===== src/rtl/ping_echo_timer_pkg.sv =====
// Shared types and default timing constants for the ping/echo time-of-flight timer.
// All counts are in cycles of the 150 MHz system clock.
package ping_pkg;

    typedef enum logic [1:0] {
        IDLE,
        TX,
        BLANK,
        LISTEN
    } state_t;

    localparam int DEF_TX_CYCLES      = 3000;
    localparam int DEF_BLANK_CYCLES   = 15000;
    localparam int DEF_TIMEOUT_CYCLES = 140000;
    localparam int DEF_COUNT_WIDTH    = 20;

endpackage


===== src/rtl/ping_echo_timer_sync.sv =====
// Brings the asynchronous echo comparator into clk_in and flags its rising edges.
// rise_out is high for the one cycle in which the synchronized level first reads 1.
module sync_edge_detect (
    input  logic clk_in,
    input  logic rst_in,
    input  logic async_in,
    output logic level_out,
    output logic rise_out
);

    logic sync1;
    logic sync2;
    logic hist;

    always_ff @(posedge clk_in) begin
        if (rst_in) begin
            sync1 <= 1'b0;
            sync2 <= 1'b0;
            hist  <= 1'b0;
        end else begin
            sync1 <= async_in;
            sync2 <= sync1;
            hist  <= sync2;
        end
    end

    assign level_out = sync2;
    assign rise_out  = sync2 && !hist;

endmodule


===== src/rtl/ping_echo_timer.sv =====
// One ping per trigger: transmit burst, receiver blanking, then listen for the echo
// rising edge and report time-of-flight in cycles, or flag a miss at the timeout.
module ping_echo_timer
    import ping_pkg::*;
#(
    parameter int TX_CYCLES      = DEF_TX_CYCLES,
    parameter int BLANK_CYCLES   = DEF_BLANK_CYCLES,
    parameter int TIMEOUT_CYCLES = DEF_TIMEOUT_CYCLES,
    parameter int COUNT_WIDTH    = DEF_COUNT_WIDTH
) (
    input  logic                   clk_in,
    input  logic                   rst_in,
    input  logic                   trigger_in,
    input  logic                   echo_in,
    output logic                   tx_out,
    output logic                   busy_out,
    output logic [COUNT_WIDTH-1:0] tof_out,
    output logic                   tof_valid_out,
    output logic                   timeout_out
);

    localparam logic [COUNT_WIDTH-1:0] TX_LAST      = COUNT_WIDTH'(TX_CYCLES - 1);
    localparam logic [COUNT_WIDTH-1:0] BLANK_LAST   = COUNT_WIDTH'(TX_CYCLES + BLANK_CYCLES - 1);
    localparam logic [COUNT_WIDTH-1:0] TIMEOUT_LAST = COUNT_WIDTH'(TIMEOUT_CYCLES - 1);

    state_t                 state;
    logic [COUNT_WIDTH-1:0] elapsed;
    logic                   echo_level;
    logic                   echo_rise;
    logic                   echo_hit;

    sync_edge_detect u_echo_sync (
        .clk_in    (clk_in),
        .rst_in    (rst_in),
        .async_in  (echo_in),
        .level_out (echo_level),
        .rise_out  (echo_rise)
    );

    assign echo_hit = echo_rise && echo_level;

    always_ff @(posedge clk_in) begin
        if (rst_in) begin
            state         <= IDLE;
            elapsed       <= '0;
            tx_out        <= 1'b0;
            busy_out      <= 1'b0;
            tof_out       <= '0;
            tof_valid_out <= 1'b0;
            timeout_out   <= 1'b0;
        end else begin
            tof_valid_out <= 1'b0;
            timeout_out   <= 1'b0;
            if (state != IDLE) begin
                elapsed <= elapsed + COUNT_WIDTH'(1);
            end
            case (state)
                IDLE: begin
                    if (trigger_in) begin
                        state    <= TX;
                        elapsed  <= '0;
                        tx_out   <= 1'b1;
                        busy_out <= 1'b1;
                    end
                end
                TX: begin
                    if (elapsed == TX_LAST) begin
                        state  <= BLANK;
                        tx_out <= 1'b0;
                    end
                end
                BLANK: begin
                    if (elapsed == BLANK_LAST) begin
                        state <= LISTEN;
                    end
                end
                LISTEN: begin
                    // An echo on the final listening cycle takes priority over the miss.
                    if (echo_hit) begin
                        tof_out       <= elapsed;
                        tof_valid_out <= 1'b1;
                        state         <= IDLE;
                        busy_out      <= 1'b0;
                    end else if (elapsed == TIMEOUT_LAST) begin
                        timeout_out <= 1'b1;
                        state       <= IDLE;
                        busy_out    <= 1'b0;
                    end
                end
                default: begin
                    state    <= IDLE;
                    tx_out   <= 1'b0;
                    busy_out <= 1'b0;
                end
            endcase
        end
    end

endmodule


===== config.mk =====
export PLATFORM = sky130hd
export DESIGN_NAME = ping_echo_timer
export DESIGN_NICKNAME = d
export VERILOG_FILES = /design/src/rtl/ping_echo_timer_pkg.sv /design/src/rtl/ping_echo_timer_sync.sv /design/src/rtl/ping_echo_timer.sv
export SDC_FILE = /design/constraint.sdc
export NUM_CORES = 1
export LEC_CHECK = 0
export ABC_AREA = 1
export CAP_MARGIN = 20
export CORE_MARGIN = 1
export CORE_UTILIZATION = 50
export DETAILED_ROUTE_END_ITERATION = 10
export MAX_ROUTING_LAYER = met4
export PLACE_DENSITY = 0.79
export SYNTH_ARGS = -nofsm -noshare
export SYNTH_HDL_FRONTEND = slang
export SYNTH_HIERARCHICAL = 1
export SYNTH_SLANG_ARGS = --single-unit

===== constraint.sdc =====
create_clock -name clk_in -period 1.5 [get_ports clk_in]
set_input_delay 0.15 -clock clk_in [delete_from_list [all_inputs] [get_ports clk_in]]
set_output_delay 0.15 -clock clk_in [all_outputs]
set_load 0.05 [all_outputs]

==> report_table.html <==
<table>
<tr><th>Metric</th><th>Value</th></tr>
<tr><th colspan="2">Run status</th></tr>
<tr><td>Outcome</td><td>complete, no violations</td></tr>
<tr><th colspan="2">STA</th></tr>
<tr><td>Fin Setup TNS</td><td>0 ps</td></tr>
<tr><td>Slew margin rel.</td><td>70.1%</td></tr>
<tr><td>Final critical path time including I/O delays and setup</td><td>1470 ps</td></tr>
<tr><td>Hold Fails Final Rpt</td><td>0</td></tr>
<tr><td>Final critical-path share of the clock period</td><td>97.8%</td></tr>
<tr><td>Setup skew after layout</td><td>8.58 ps</td></tr>
<tr><td>Pin slew with the least headroom to its limit</td><td>447 ps</td></tr>
<tr><td>Final number of max-transition violations</td><td>0</td></tr>
<tr><td>Final setup viols</td><td>0</td></tr>
<tr><td>RSZ-0062 raised after global routing</td><td>yes</td></tr>
<tr><td>Hold slack final</td><td>369 ps</td></tr>
<tr><td>Maximum clock frequency</td><td>682 MHz</td></tr>
<tr><th colspan="2">Power and ir drop</th></tr>
<tr><td>Leakage power figure</td><td>1.33 nW</td></tr>
<tr><td>Cell area power density</td><td>1030 nW/µm²</td></tr>
<tr><td>Total power</td><td>3.15 mW</td></tr>
<tr><td>Peak ir drop on the vdd network</td><td>0.655 mV</td></tr>
<tr><th colspan="2">Detailed routing</th></tr>
<tr><td>Routed wire length per instance</td><td>12.9 µm</td></tr>
<tr><td>DRT iter0 DRCs</td><td>116</td></tr>
<tr><td>Ratio of routed vias to standard cells</td><td>5.25</td></tr>
<tr><td>Final WL</td><td>5.78 mm</td></tr>
<tr><td>Total number of vias</td><td>2346</td></tr>
<tr><td>Number of optimization iterations in the first detailed-route pass</td><td>6</td></tr>
<tr><td>Post-route DRC</td><td>0</td></tr>
<tr><td>Antenna viol nets, final</td><td>0</td></tr>
<tr><th colspan="2">Clock tree</th></tr>
<tr><td>Clock network latency to the later pin of the worst-skew pair</td><td>300 ps</td></tr>
<tr><td>Htree depth</td><td>2</td></tr>
<tr><td>Total clock sinks</td><td>49</td></tr>
<tr><td>Maximum root-to-sink buffer count</td><td>2</td></tr>
<tr><td>TritonCTS Buffers</td><td>5</td></tr>
<tr><td>Post-CTS Hold Buffers</td><td>0</td></tr>
<tr><td>Clock tree from TritonCTS</td><td>done</td></tr>
<tr><td>Library cell used as clock root buffer</td><td>sky130_fd_sc_hd__clkbuf_8</td></tr>
<tr><td>Clock-pin slew reported for the worst setup and hold paths after clock tree synthesis</td><td>90 ps</td></tr>
<tr><th colspan="2">Hold path</th></tr>
<tr><td>Startpoint of the worst hold path</td><td>echo_in</td></tr>
<tr><td>Worst hold-check path type</td><td>in -&gt; reg</td></tr>
<tr><th colspan="2">Logic synthesis</th></tr>
<tr><td>Cell type with the highest aggregate area in the netlist</td><td>sky130_fd_sc_hd__dfxtp_1</td></tr>
<tr><td>Part of the Yosys area used for sequential elements</td><td>41.4%</td></tr>
<tr><td>Syn avg cell area</td><td>7.05 µm²</td></tr>
<tr><td>Gate Count Post-Synth</td><td>336</td></tr>
<tr><td>Post-synth top area share</td><td>41.4%</td></tr>
<tr><td>Share of flip-flops with an asynchronous set or reset after synthesis</td><td>0%</td></tr>
<tr><td>Post-Syn Nets</td><td>346</td></tr>
<tr><td>Most used standard cells in the synthesized netlist</td><td>77 x sky130_fd_sc_hd__nand2_1, 49 x sky130_fd_sc_hd__dfxtp_1, 45 x sky130_fd_sc_hd__nor2_1</td></tr>
<tr><td>Cell with the most instances after synthesis</td><td>sky130_fd_sc_hd__nand2_1</td></tr>
<tr><td>Number of synthesized flops with an enable pin</td><td>0</td></tr>
<tr><td>Prevailing post-synth register cell</td><td>sky130_fd_sc_hd__dfxtp_1</td></tr>
<tr><td>Dominant cells by area after synthesis</td><td>sky130_fd_sc_hd__dfxtp_1 41%, sky130_fd_sc_hd__nand2_1 12%, sky130_fd_sc_hd__nand3_1 7.4%</td></tr>
<tr><td>Count of state elements after synthesis</td><td>49</td></tr>
<tr><td>Post-synthesis instance area</td><td>2370 µm²</td></tr>
<tr><td>Number of warnings reported in the yosys synthesis log</td><td>6</td></tr>
<tr><td>Yosys cell types</td><td>33</td></tr>
<tr><th colspan="2">Finish</th></tr>
<tr><td>N_diodes</td><td>0</td></tr>
<tr><td>Number of nets in the final layout</td><td>404</td></tr>
<tr><td>Area growth, synth to finish</td><td>29.0%</td></tr>
<tr><td>Fraction of layout instances using a drive strength above 1</td><td>27.3%</td></tr>
<tr><td>Post-route design area</td><td>3050 µm²</td></tr>
<tr><td>Post-route core utilization</td><td>68.7%</td></tr>
<tr><th colspan="2">Critical path</th></tr>
<tr><td>Register-to-Register Path Depth</td><td>8</td></tr>
<tr><td>Source of the worst register-to-register timing path</td><td>state[0]$_SDFFE_PP0P_</td></tr>
<tr><td>Kind of start point of the critical path</td><td>flop</td></tr>
<tr><td>Worst flop-to-flop path endpoint</td><td>elapsed[13]$_SDFF_PP0_</td></tr>
<tr><td>Worst setup path startpoint</td><td>state[0]$_SDFFE_PP0P_</td></tr>
<tr><td>Worst EP required</td><td>1700 ps</td></tr>
<tr><td>Setup slack of the worst register-to-register path</td><td>30 ps</td></tr>
<tr><td>Largest fanout of any net on the critical path</td><td>4</td></tr>
<tr><td>End point of the critical path</td><td>elapsed[13]$_SDFF_PP0_</td></tr>
<tr><td>Arr. time, crit path</td><td>1670 ps</td></tr>
<tr><td>Kind of critical path</td><td>reg -&gt; reg</td></tr>
<tr><td>Critical path capture point type</td><td>flop</td></tr>
<tr><th colspan="2">Floorplan</th></tr>
<tr><td>Top-level port count</td><td>28</td></tr>
<tr><td>Rows</td><td>24</td></tr>
<tr><td>Initial cell density of the core</td><td>53.3%</td></tr>
<tr><td>Area of the placeable core</td><td>4440 µm²</td></tr>
<tr><td>Area enclosed by the die boundary</td><td>5010 µm²</td></tr>
<tr><td>Y dimension of the die</td><td>70.8 µm</td></tr>
<tr><td>Overall die width</td><td>70.8 µm</td></tr>
<tr><th colspan="2">Global route</th></tr>
<tr><td>Number of global-route vias before repair</td><td>2133</td></tr>
<tr><td>All-Layer GR Usage</td><td>25.7%</td></tr>
<tr><td>Wire length of the first global-routing pass</td><td>9.92 mm</td></tr>
<tr><td>Largest net degree at the start of global routing</td><td>22</td></tr>
<tr><td>Antenna violations before repair</td><td>0</td></tr>
<tr><td>GR Overflow Total</td><td>0</td></tr>
<tr><th colspan="2">Placement</th></tr>
<tr><td>Routability congestion estimate from global placement</td><td>0.933</td></tr>
<tr><td>Area post-placement</td><td>2860 µm²</td></tr>
<tr><td>HPWL after detailed placement</td><td>4.23 mm</td></tr>
<tr><td>I/O Buffers</td><td>27</td></tr>
<tr><th colspan="2">Job</th></tr>
<tr><td>Max-cap check violation count</td><td>0</td></tr>
</table>
==> metrics by stage <==
| step | worst slack (ps) | std cells |
|---|---|---|
| 5_1_grt | -80.6 | 447 |
| 2_1_floorplan | 3.12 | 336 |
| 3_5_place_dp | -47.8 | 435 |
| 6_report | 33.7 | 447 |
| 3_3_place_gp | 0.889 | 435 |
| 4_1_cts | 0.273 | 443 |
==> sequential cells by signal (all words and copies together) (netlist names) <==
signal	flops
tx_out	1
u_echo_sync/level_out	1
tof_out	20
timeout_out	1
u_echo_sync/sync1	1
u_echo_sync/hist	1
elapsed	20
state	2
tof_valid_out	1
busy_out	1
==> cell usage in the layout (no fill, tap or decap), types with 2 or more instances in the layout <==
cell and n:
sky130_fd_sc_hd__nor2_1 43, sky130_fd_sc_hd__nand2_4 3, sky130_fd_sc_hd__clkbuf_8 6, sky130_fd_sc_hd__nand3_1 35
sky130_fd_sc_hd__nor2_4 2, sky130_fd_sc_hd__a211oi_1 2, sky130_fd_sc_hd__ha_1 4, sky130_fd_sc_hd__dfxtp_1 38
sky130_fd_sc_hd__inv_1 32, sky130_fd_sc_hd__nor2_2 4, sky130_fd_sc_hd__o21ai_0 6, sky130_fd_sc_hd__nand2_2 2
sky130_fd_sc_hd__nand2_1 77, sky130_fd_sc_hd__nor3_2 3, sky130_fd_sc_hd__ha_4 2, sky130_fd_sc_hd__inv_2 2
sky130_fd_sc_hd__dfxtp_2 10, sky130_fd_sc_hd__nor3_1 2, sky130_fd_sc_hd__o21ai_1 4, sky130_fd_sc_hd__nand4_1 3
sky130_fd_sc_hd__buf_4 60, sky130_fd_sc_hd__nor3_4 2, sky130_fd_sc_hd__clkdlybuf4s50_1 3, sky130_fd_sc_hd__a21oi_1 33
sky130_fd_sc_hd__clkinv_2 2
==> worst max-delay path, cell delays in order, from the launching register on <==
cell,delay (ps)
sky130_fd_sc_hd__dfxtp_2,340
sky130_fd_sc_hd__inv_2,50
sky130_fd_sc_hd__ha_4,180
sky130_fd_sc_hd__inv_4,60
sky130_fd_sc_hd__nand4_4,110
sky130_fd_sc_hd__nor4_4,360
sky130_fd_sc_hd__nand2_1,130
sky130_fd_sc_hd__nand3_1,80
sky130_fd_sc_hd__o21ai_1,60
==> kinds of logic (layout without fill, tap and decap cells) <==
kind of cell             after synthesis  count (layout)  share of synthesized area, %
adder cells (fa/ha/maj)                6               6                          3.17
AND/OR/NAND/NOR                      182             182                          35.8
flip-flops                            49              49                          41.4
buffers and inverters                 48             107                          7.88
AO/OA/AOI/OAI                         51              51                          11.7
==> how the worst min path moves through the flow <==
stage	end	slack (ps)	cells after the start
after floorplan	u_echo_sync/sync1$_SDFF_PP0_	220	1
after CTS	u_echo_sync/sync1$_SDFF_PP0_	370	3
final	u_echo_sync/sync1$_SDFF_PP0_	370	3
after global placement	u_echo_sync/level_out$_SDFF_PP0_	390	2
after global routing	u_echo_sync/sync1$_SDFF_PP0_	400	3
after detailed placement	u_echo_sync/level_out$_SDFF_PP0_	400	2
==> report_power, final <==
part / internal, mW / switching, mW
Clock: 0.374 / 0.443
Combinational: 0.380 / 0.524
Sequential: 1.37 / 0.0537
Total: 2.13 / 1.02
==> final cells by class <==
type	instances	area [µm²]
clock buffers	6	82.6
well taps	52	65.1
clock inverters	2	13.8
repair buffers	63	480
fillers	372	1390
multi-input cells	239	1280
flip-flops and latches	49	997
inverters	36	139
==> layer usage <==
metal	up-vias	part of all wire [%]	track usage, %
li1	1204	-	-
met1	1062	46	33.8
met2	67	46	40.0
met3	13	5.7	4.56
met4	0	2.3	9.11
met5	-	0	-
==> repair_timing <==
| action | in CTS | in global routing |
|---|---|---|
| gates resized for setup | 2 | 24 |
| pin swaps | 1 | 5 |
| buffers inserted | 0 | 4 |
| setup endpoints to repair | 5 | 14 |
Power figures use the tool's default switching activity.
